===== config.mk =====
export PLATFORM = sky130hd
export DESIGN_NAME = instruction_fetch
export DESIGN_NICKNAME = d
export VERILOG_FILES = /design/src/rtl/instruction_fetch_pkg.sv /design/src/rtl/instruction_fetch_fifo.sv /design/src/rtl/instruction_fetch.sv
export SDC_FILE = /design/constraint.sdc
export NUM_CORES = 1
export LEC_CHECK = 0
export BUFFER_PORTS_ARGS = -buffer_cell sky130_fd_sc_hd__buf_2
export CAP_MARGIN = 20
export CORE_UTILIZATION = 59
export DETAILED_ROUTE_END_ITERATION = 16
export HOLD_SLACK_MARGIN = 0.1
export PLACE_DENSITY_LB_ADDON = 0.1
export RECOVER_POWER = 25
export SYNTH_ARGS = -nofsm -noshare
export SYNTH_HDL_FRONTEND = slang
export SYNTH_SLANG_ARGS = --single-unit

===== constraint.sdc =====
create_clock -name clk -period 21.7 [get_ports clk]
set_input_delay 6.51 -clock clk [delete_from_list [all_inputs] [get_ports clk]]
set_output_delay 6.51 -clock clk [all_outputs]
set_load 0.02 [all_outputs]

===== src/rtl/instruction_fetch_pkg.sv =====
// Shared fetch/decode constants: instruction width and opcode field.
package instruction_fetch_pkg;

  localparam int INSTR_W = 32;
  localparam int OPCODE_MSB = 31;
  localparam int OPCODE_LSB = 28;
  localparam logic [3:0] OP_HALT = 4'hF;

endpackage


===== src/rtl/instruction_fetch_fifo.sv =====
// Synchronous FIFO of {instr, pc} entries; flush wins over push.
module fetch_fifo #(
  parameter int DEPTH = 2,
  parameter int W = 64
) (
  input  logic                       clk,
  input  logic                       rst,
  input  logic                       push,
  input  logic                       pop,
  input  logic                       flush,
  input  logic [W-1:0]               wdata,
  output logic [W-1:0]               head,
  output logic [$clog2(DEPTH):0]     count
);

  localparam int PW = $clog2(DEPTH);
  localparam int CW = PW + 1;

  logic [W-1:0]  mem_q [DEPTH];
  logic [PW-1:0] rd_q, wr_q;
  logic [CW-1:0] cnt_q;
  logic          do_pop;

  assign do_pop = pop && (cnt_q != '0);
  assign head   = mem_q[rd_q];
  assign count  = cnt_q;

  always_ff @(posedge clk) begin
    if (rst || flush) begin
      rd_q  <= '0;
      wr_q  <= '0;
      cnt_q <= '0;
    end else begin
      if (push) wr_q <= wr_q + 1'b1;
      if (do_pop) rd_q <= rd_q + 1'b1;
      cnt_q <= cnt_q + CW'(push) - CW'(do_pop);
    end
  end

  always_ff @(posedge clk) begin
    if (!rst && !flush && push) mem_q[wr_q] <= wdata;
  end

endmodule


===== src/rtl/instruction_fetch.sv =====
// Fetch stage: PC, imem requests, instruction buffer, redirect, HALT.
// IFETCH_PERF_CNT_EN adds perf_fetched / perf_bubbles counters.
module instruction_fetch
  import instruction_fetch_pkg::*;
#(
  parameter int                ADDR_W     = 32,
  parameter logic [ADDR_W-1:0] RESET_PC   = '0,
  parameter int                FIFO_DEPTH = 2
) (
  input  logic               clk,
  input  logic               rst,
  output logic               imem_req,
  output logic [ADDR_W-1:0]  imem_addr,
  input  logic [INSTR_W-1:0] imem_rdata,
  input  logic               redirect_valid,
  input  logic [ADDR_W-1:0]  redirect_pc,
  output logic [INSTR_W-1:0] instr,
  output logic [ADDR_W-1:0]  instr_pc,
  output logic               instr_valid,
  input  logic               instr_ready,
  output logic               halted
`ifdef IFETCH_PERF_CNT_EN
  ,
  output logic [31:0]        perf_fetched,
  output logic [31:0]        perf_bubbles
`endif
);

  localparam int CW = $clog2(FIFO_DEPTH) + 1;
  localparam int OW = CW + 1;
  localparam int EW = INSTR_W + ADDR_W;

  logic [ADDR_W-1:0] pc_q, pc_d;
  logic [ADDR_W-1:0] tag_q, tag_d;
  logic              inflight_q, inflight_d;
  logic              halted_q, halted_d;
  logic [CW-1:0]     count;
  logic [EW-1:0]     head;
  logic [OW-1:0]     occ;
  logic              pop, push, is_halt;

  assign instr_valid = count != '0;
  assign pop = instr_valid && instr_ready;

  // occupancy the FIFO will reach once the pending response lands
  assign occ = OW'(count) + OW'(inflight_q) - OW'(pop);

  assign imem_req = !rst && !halted_q && !redirect_valid
                 && (occ < OW'(FIFO_DEPTH));
  assign imem_addr = pc_q;

  assign push = inflight_q && !redirect_valid && !halted_q;
  assign is_halt = imem_rdata[OPCODE_MSB:OPCODE_LSB] == OP_HALT;

  always_comb begin
    pc_d       = pc_q;
    tag_d      = tag_q;
    inflight_d = imem_req;
    halted_d   = halted_q;
    if (redirect_valid) begin
      pc_d     = redirect_pc;
      halted_d = 1'b0;
    end else begin
      if (imem_req) begin
        pc_d  = pc_q + 1'b1;
        tag_d = pc_q;
      end
      if (push && is_halt) halted_d = 1'b1;
    end
  end

  always_ff @(posedge clk) begin
    if (rst) begin
      pc_q       <= RESET_PC;
      tag_q      <= '0;
      inflight_q <= 1'b0;
      halted_q   <= 1'b0;
    end else begin
      pc_q       <= pc_d;
      tag_q      <= tag_d;
      inflight_q <= inflight_d;
      halted_q   <= halted_d;
    end
  end

  fetch_fifo #(
    .DEPTH (FIFO_DEPTH),
    .W     (EW)
  ) u_fifo (
    .clk   (clk),
    .rst   (rst),
    .push  (push),
    .pop   (pop),
    .flush (redirect_valid),
    .wdata ({imem_rdata, tag_q}),
    .head  (head),
    .count (count)
  );

  assign instr    = instr_valid ? head[EW-1:ADDR_W] : '0;
  assign instr_pc = instr_valid ? head[ADDR_W-1:0] : '0;
  assign halted   = halted_q;

`ifdef IFETCH_PERF_CNT_EN
  logic [31:0] fetched_q, bubbles_q;

  always_ff @(posedge clk) begin
    if (rst) begin
      fetched_q <= '0;
      bubbles_q <= '0;
    end else begin
      if (pop) fetched_q <= fetched_q + 1'b1;
      if (instr_ready && !instr_valid && !halted_q)
        bubbles_q <= bubbles_q + 1'b1;
    end
  end

  assign perf_fetched = fetched_q;
  assign perf_bubbles = bubbles_q;
`endif

endmodule

## After elaboration in Yosys (flattened, before gate mapping)

Memories as Yosys holds them, arrays and structs flattened. A register that Yosys moved wholly into a read port is not among the register bits.
Index checks and enable logic that the tools add are counted.

| operators by class | value |
|---|---|
| $add $sub $neg | 7 |
| bitwise logic cells | 1 |
| muxes and demuxes | 8 |
| $lt $le $gt $ge | 1 |
| reduce and logical (&&, ||, !) cells | 18 |
| equality and inequality tests | 1 |

Operator list:

| operator | number |
|---|---|
| $mux 32 | 4 |
| $add 32x1->32 const B | 1 |
| $logic_and 1x1->1 | 10 |
| $eq 4x4->1 const B | 1 |
| $mux 1 | 4 |
| $reduce_bool 2->1 | 2 |
| $add 2x1->3 | 1 |
| $logic_not 1->1 | 3 |
| $lt 3x2->1 const B | 1 |
| $sub 3x1->3 | 1 |
| $add 1x1->1 const B | 2 |
| $add 2x1->2 | 1 |
| $reduce_and 2->1 | 1 |
| $reduce_or 2->1 | 1 |
| $sub 2x1->2 | 1 |
| $logic_or 1x1->1 | 1 |
| $not 1->1 | 1 |

| word-level totals | value |
|---|---|
| output and inout bits | 99 |
| memories kept | 1 |
| memory bits (writable) | 128 |
| bits of input ports | 68 |
| bits in registers | 70 |

Memories:

| memory | depth | bits a word | read ports | clocked after memory_dff | wr ports | RTL line | source |
|---|---|---|---|---|---|---|---|
| u_fifo.mem_q | 2 | 64 | 1 | 1 | 1 | instruction_fetch_fifo.sv:19 | `logic [W-1:0] mem_q [DEPTH];` |

## Depth between registers and ports, before layout

| logic depth | value |
|---|---|
| depth after elaboration | 7 |
| gate-level depth with buffers | 14 |

## By module

From an unflattened synthesis, not the netlist that was laid out.

| unflattened totals | value |
|---|---|
| cell total of the unflattened synthesis | 696 |
| area, all modules | 8735.9 um^2 |

Modules (own cells, without submodules):

| module | instances | cells each | sequential area each (um^2) | area an instance (um^2) |
|---|---|---|---|---|
| fetch_fifo | 1 | 221 | 3943.8 | 5159.9 |
| instruction_fetch | 1 | 475 | 1321.3 | 3575.9 |

## Least setup slack after synthesis

No wires, ideal clock.

| timing path | value |
|---|---|
| kind | in2out |
| start point | in instr_ready |
| end point | out imem_req |
| path buffers | 3 |
| cell stages on the path | 11 |
| path slack | 6.798 ns |
| arrival time | 8.392 ns |
| path through | nor2b_1 -> ha_1 -> inv_1 -> nand2_1 -> fa_1 -> xnor2_1 -> nand4b_1 -> inv_1 -> buf_2 -> buf_2 -> buf_2 |

| between the ends | value |
|---|---|
| cells in the longest elaborated chain, start to end | 4 |

RTL lines:

| element | RTL line | source |
|---|---|---|
| from (decl) | instruction_fetch.sv:20 | `input logic instr_ready,` |
| $logic_and 1x1->1 | instruction_fetch.sv:43 | `assign pop = instr_valid && instr_ready;` |
| $sub 3x1->3 | instruction_fetch.sv:46 | `assign occ = OW'(count) + OW'(inflight_q) - OW'(pop);` |
| $lt 3x2->1 | instruction_fetch.sv:49 | `&& (occ < OW'(FIFO_DEPTH));` |
| $logic_and 1x1->1 | instruction_fetch.sv:49 |  |
| to (decl) | instruction_fetch.sv:12 | `output logic imem_req,` |

No other way between the ends.

## Final worst setup path

Same ends and word-level chain as after synthesis.

==> flow_summary.ini <==
[synth]
yosys-top-cells-area = edfxtp_1, dfxtp_1, mux2i_1
synth_top_area_share = 0.471
synthCells = 705
netlist_area_mm2 = 0.00816
synth-edff-count = 128
syn-num-nets = 778
ys_seq_elements = 199
synth_area_leader_cell = edfxtp_1
synth-async-reset-ratio = 0
synth-main-ff-cell = edfxtp_1
synth_area_per_cell_um2 = 11.6
yosysWarnings = 0
ys_types = 44
seq_area_frac_synth = 0.645

[floorplan]
dieArea_mm2 = 0.0143
num_io_pins = 167
core_area_mm2 = 0.0133
fp-row-count = 42
die_y_um = 120
initial_core_util = 0.611
die_x_um = 120

[global_route]
busiest_layer = met2
grt_pass1_wl_mm = 27.3
grt_use_met2 = 0.426
grt_use_met3 = 0.0471
grt_max_degree = 74
antenna_found_initial = 1
track_usage = 0.246
gr-total-overflow = 0
use_met1 = 0.305
grt_pass1_vias = 5535

[critical_path]
cp-start-kind = input pin
crit_type = in2out
cp_num_cells = 11
worstPathArrival_ps = 8750
cp_num_buf_inv = 5
crit_chain = buf_2 > nor2b_1 > ha_1 > inv_1 > nand2_1 > fa_1 > xnor2_1 > nand4b_1 > clkinv_1 > buf_4 > buf_2
crit_slowest_cell = buf_4
worst_setup_path_end_kind = output port
crit_top_cell = buf_2
r2r-start = u_fifo.count[1]
crit_fanout = 56
timing.rr.end = imem_addr[14]
critical-path-max-stage-delay_ps = 470
cp.required_ps = 15190
reg2reg_depth = 13
cp_top_family = buffers and inverters
rrSetupSlack_ps = 18310

[worst_hold_path]
min_to = u_fifo.mem_q[0][12]
min_path_cells = 0
hold_class = reg2reg
min-delay-start = tag_q[12]

[route]
final_antenna_net_count = 0
drt-initial-drc-count = 428
wirelength_mm = 17.0
vias_per_cell = 5.58
vias = 5811
first_pass_iters = 5
wl_per_cell_um = 16.3
drc_errors = 0

[clocking]
cts_setup_buffers = 0
clockRootBuffer = clkbuf_16
clockBufferDepth = 2
cts_tree = yes
cts_made_buffers = 17
htreeDepth = 4
cts_resized = 0
clock-sinks = 199
postCtsHoldBufs = 0
clk_pin_slew_ps = 70
insertion_delay_ps = 420

[pwr]
power.share.combinational = 0.078
power.internal_mw = 0.596
switching_share = 0.237
p_clk_frac = 0.382
p_per_area_mw_per_mm2 = 80.8
totalPowerFinal_mw = 0.781
peakVddDrop_mv = 0.0499
leakage_nw = 3.53
power_frac_seq = 0.540
p_sw_mw = 0.185

[final_layout]
fill_cells = 995
final_core_util = 0.724
n_antenna_cell = 0
drive_above_1_share = 0.234
multi_input_comb_area_mm2 = 0.00267
seq_area_mm2 = 0.00527
syn2layout_area_growth_pct = 18.4
stdcell_area_mm2 = 0.00966
num-nets-final = 926
final_common_cell = buf_2
final_cell_mix = buf_2, edfxtp_1, nand2_1, nor2_1, dfxtp_1

[timing]
min_period_ps = 15260
finalCritPeriodShare = 0.703
rsz0062_at_grt = false
tightest_slew_ps = 1110
slew_headroom = 0.260
fmax_mhz = 65.5
finClkSkew_ps = 8.69
final-setup-viol-count = 0
maxSlewViolCount = 0
hold-worst-slack_ps = 455
hold_viol = 0
final.setup.tns_ps = 0

[outcome]
status = finished clean

[run]
max-cap-violations = 0

[placed_design]
place_congestion = 0.809
post-dp-hpwl_mm = 10.7
post_dp_cell_area_mm2 = 0.00912
io_buffers = 166
Yosys cell counts (2+ instances only):
master and number:
a21oi_1 51, a22oi_1 8, a2bb2oi_1 2, a31oi_1 10, and2_1 3, and3_1 6
and4_1 2, buf_1 14, buf_2 10, clkbuf_1 24, dfxtp_1 71, edfxtp_1 128
ha_1 4, inv_1 14, mux2_2 6, mux2i_1 65, nand2_1 90, nand2b_1 5
nand3_1 13, nand4_1 15, nor2_1 84, nor2b_1 8, nor3_1 10, nor3b_1 2
o21ai_0 15, o22ai_1 9, o31a_1 4, or3_1 5, xnor2_1 5, xor2_1 8
area by class of cell:
class,instances,share of cell area
clock buffer,19,0.0458
clock inverter,13,0.0123
inverter,14,0.00544
multi-input combinational,444,0.276
sequential,199,0.545
tap,176,0.0228
timing repair buffer,177,0.0923
registers in the layout, summed over array words and instances, names as in the netlist, named ones only:
| signal | cells |
|---|---|
| halted | 1 |
| u_fifo.wr_q | 1 |
| tag_q | 32 |
| inflight_q | 1 |
| u_fifo.count | 2 |
| u_fifo.rd_q | 1 |
| u_fifo.mem_q | 128 |
| imem_addr | 32 |
through the flow:
stage                     worst slack (ps)  instances
after floorplan                       6800        705
final                                 6440       1042
after CTS                             6440       1041
after global routing                  6210       1042
after global placement                6570       1009
after detailed placement              6460       1009
cell families after synthesis:
logic type | count (synthesis) | share of synthesized area
AND/OR/NAND/NOR | 250 | 0.139
AO/OA/AOI/OAI | 105 | 0.0750
adder cells (fa/ha/maj) | 5 | 0.00859
buffers and inverters | 62 | 0.0300
multiplexers | 71 | 0.0880
XOR/XNOR | 13 | 0.0140
flip-flops | 199 | 0.645
layer usage:
layer	vias to the layer above	wire (um)
met5	-	12
met4	2	269
met3	22	1010
met2	197	8540
met1	2775	7160
li1	2815	-
power groups by stage:
stage               Combinational (mW)  Clock, mW  Sequential [mW]
global route                    0.0671      0.315            0.423
global placement                0.0598          0            0.429
detailed placement              0.0615          0            0.430
CTS                             0.0619      0.302            0.421
floorplan                       0.0349          0            0.432
finish                          0.0612      0.298            0.422
how the worst max path moves through the flow:
stage / startpoint / slack [ps] / end
floorplan: instr_ready / 6800 / imem_req
global placement: instr_ready / 6570 / imem_req
detailed placement: instr_ready / 6460 / imem_req
CTS: instr_ready / 6440 / imem_req
global route: instr_ready / 6210 / imem_req
finish: instr_ready / 6440 / imem_req
Note: power is estimated with default switching activity, not from simulation.
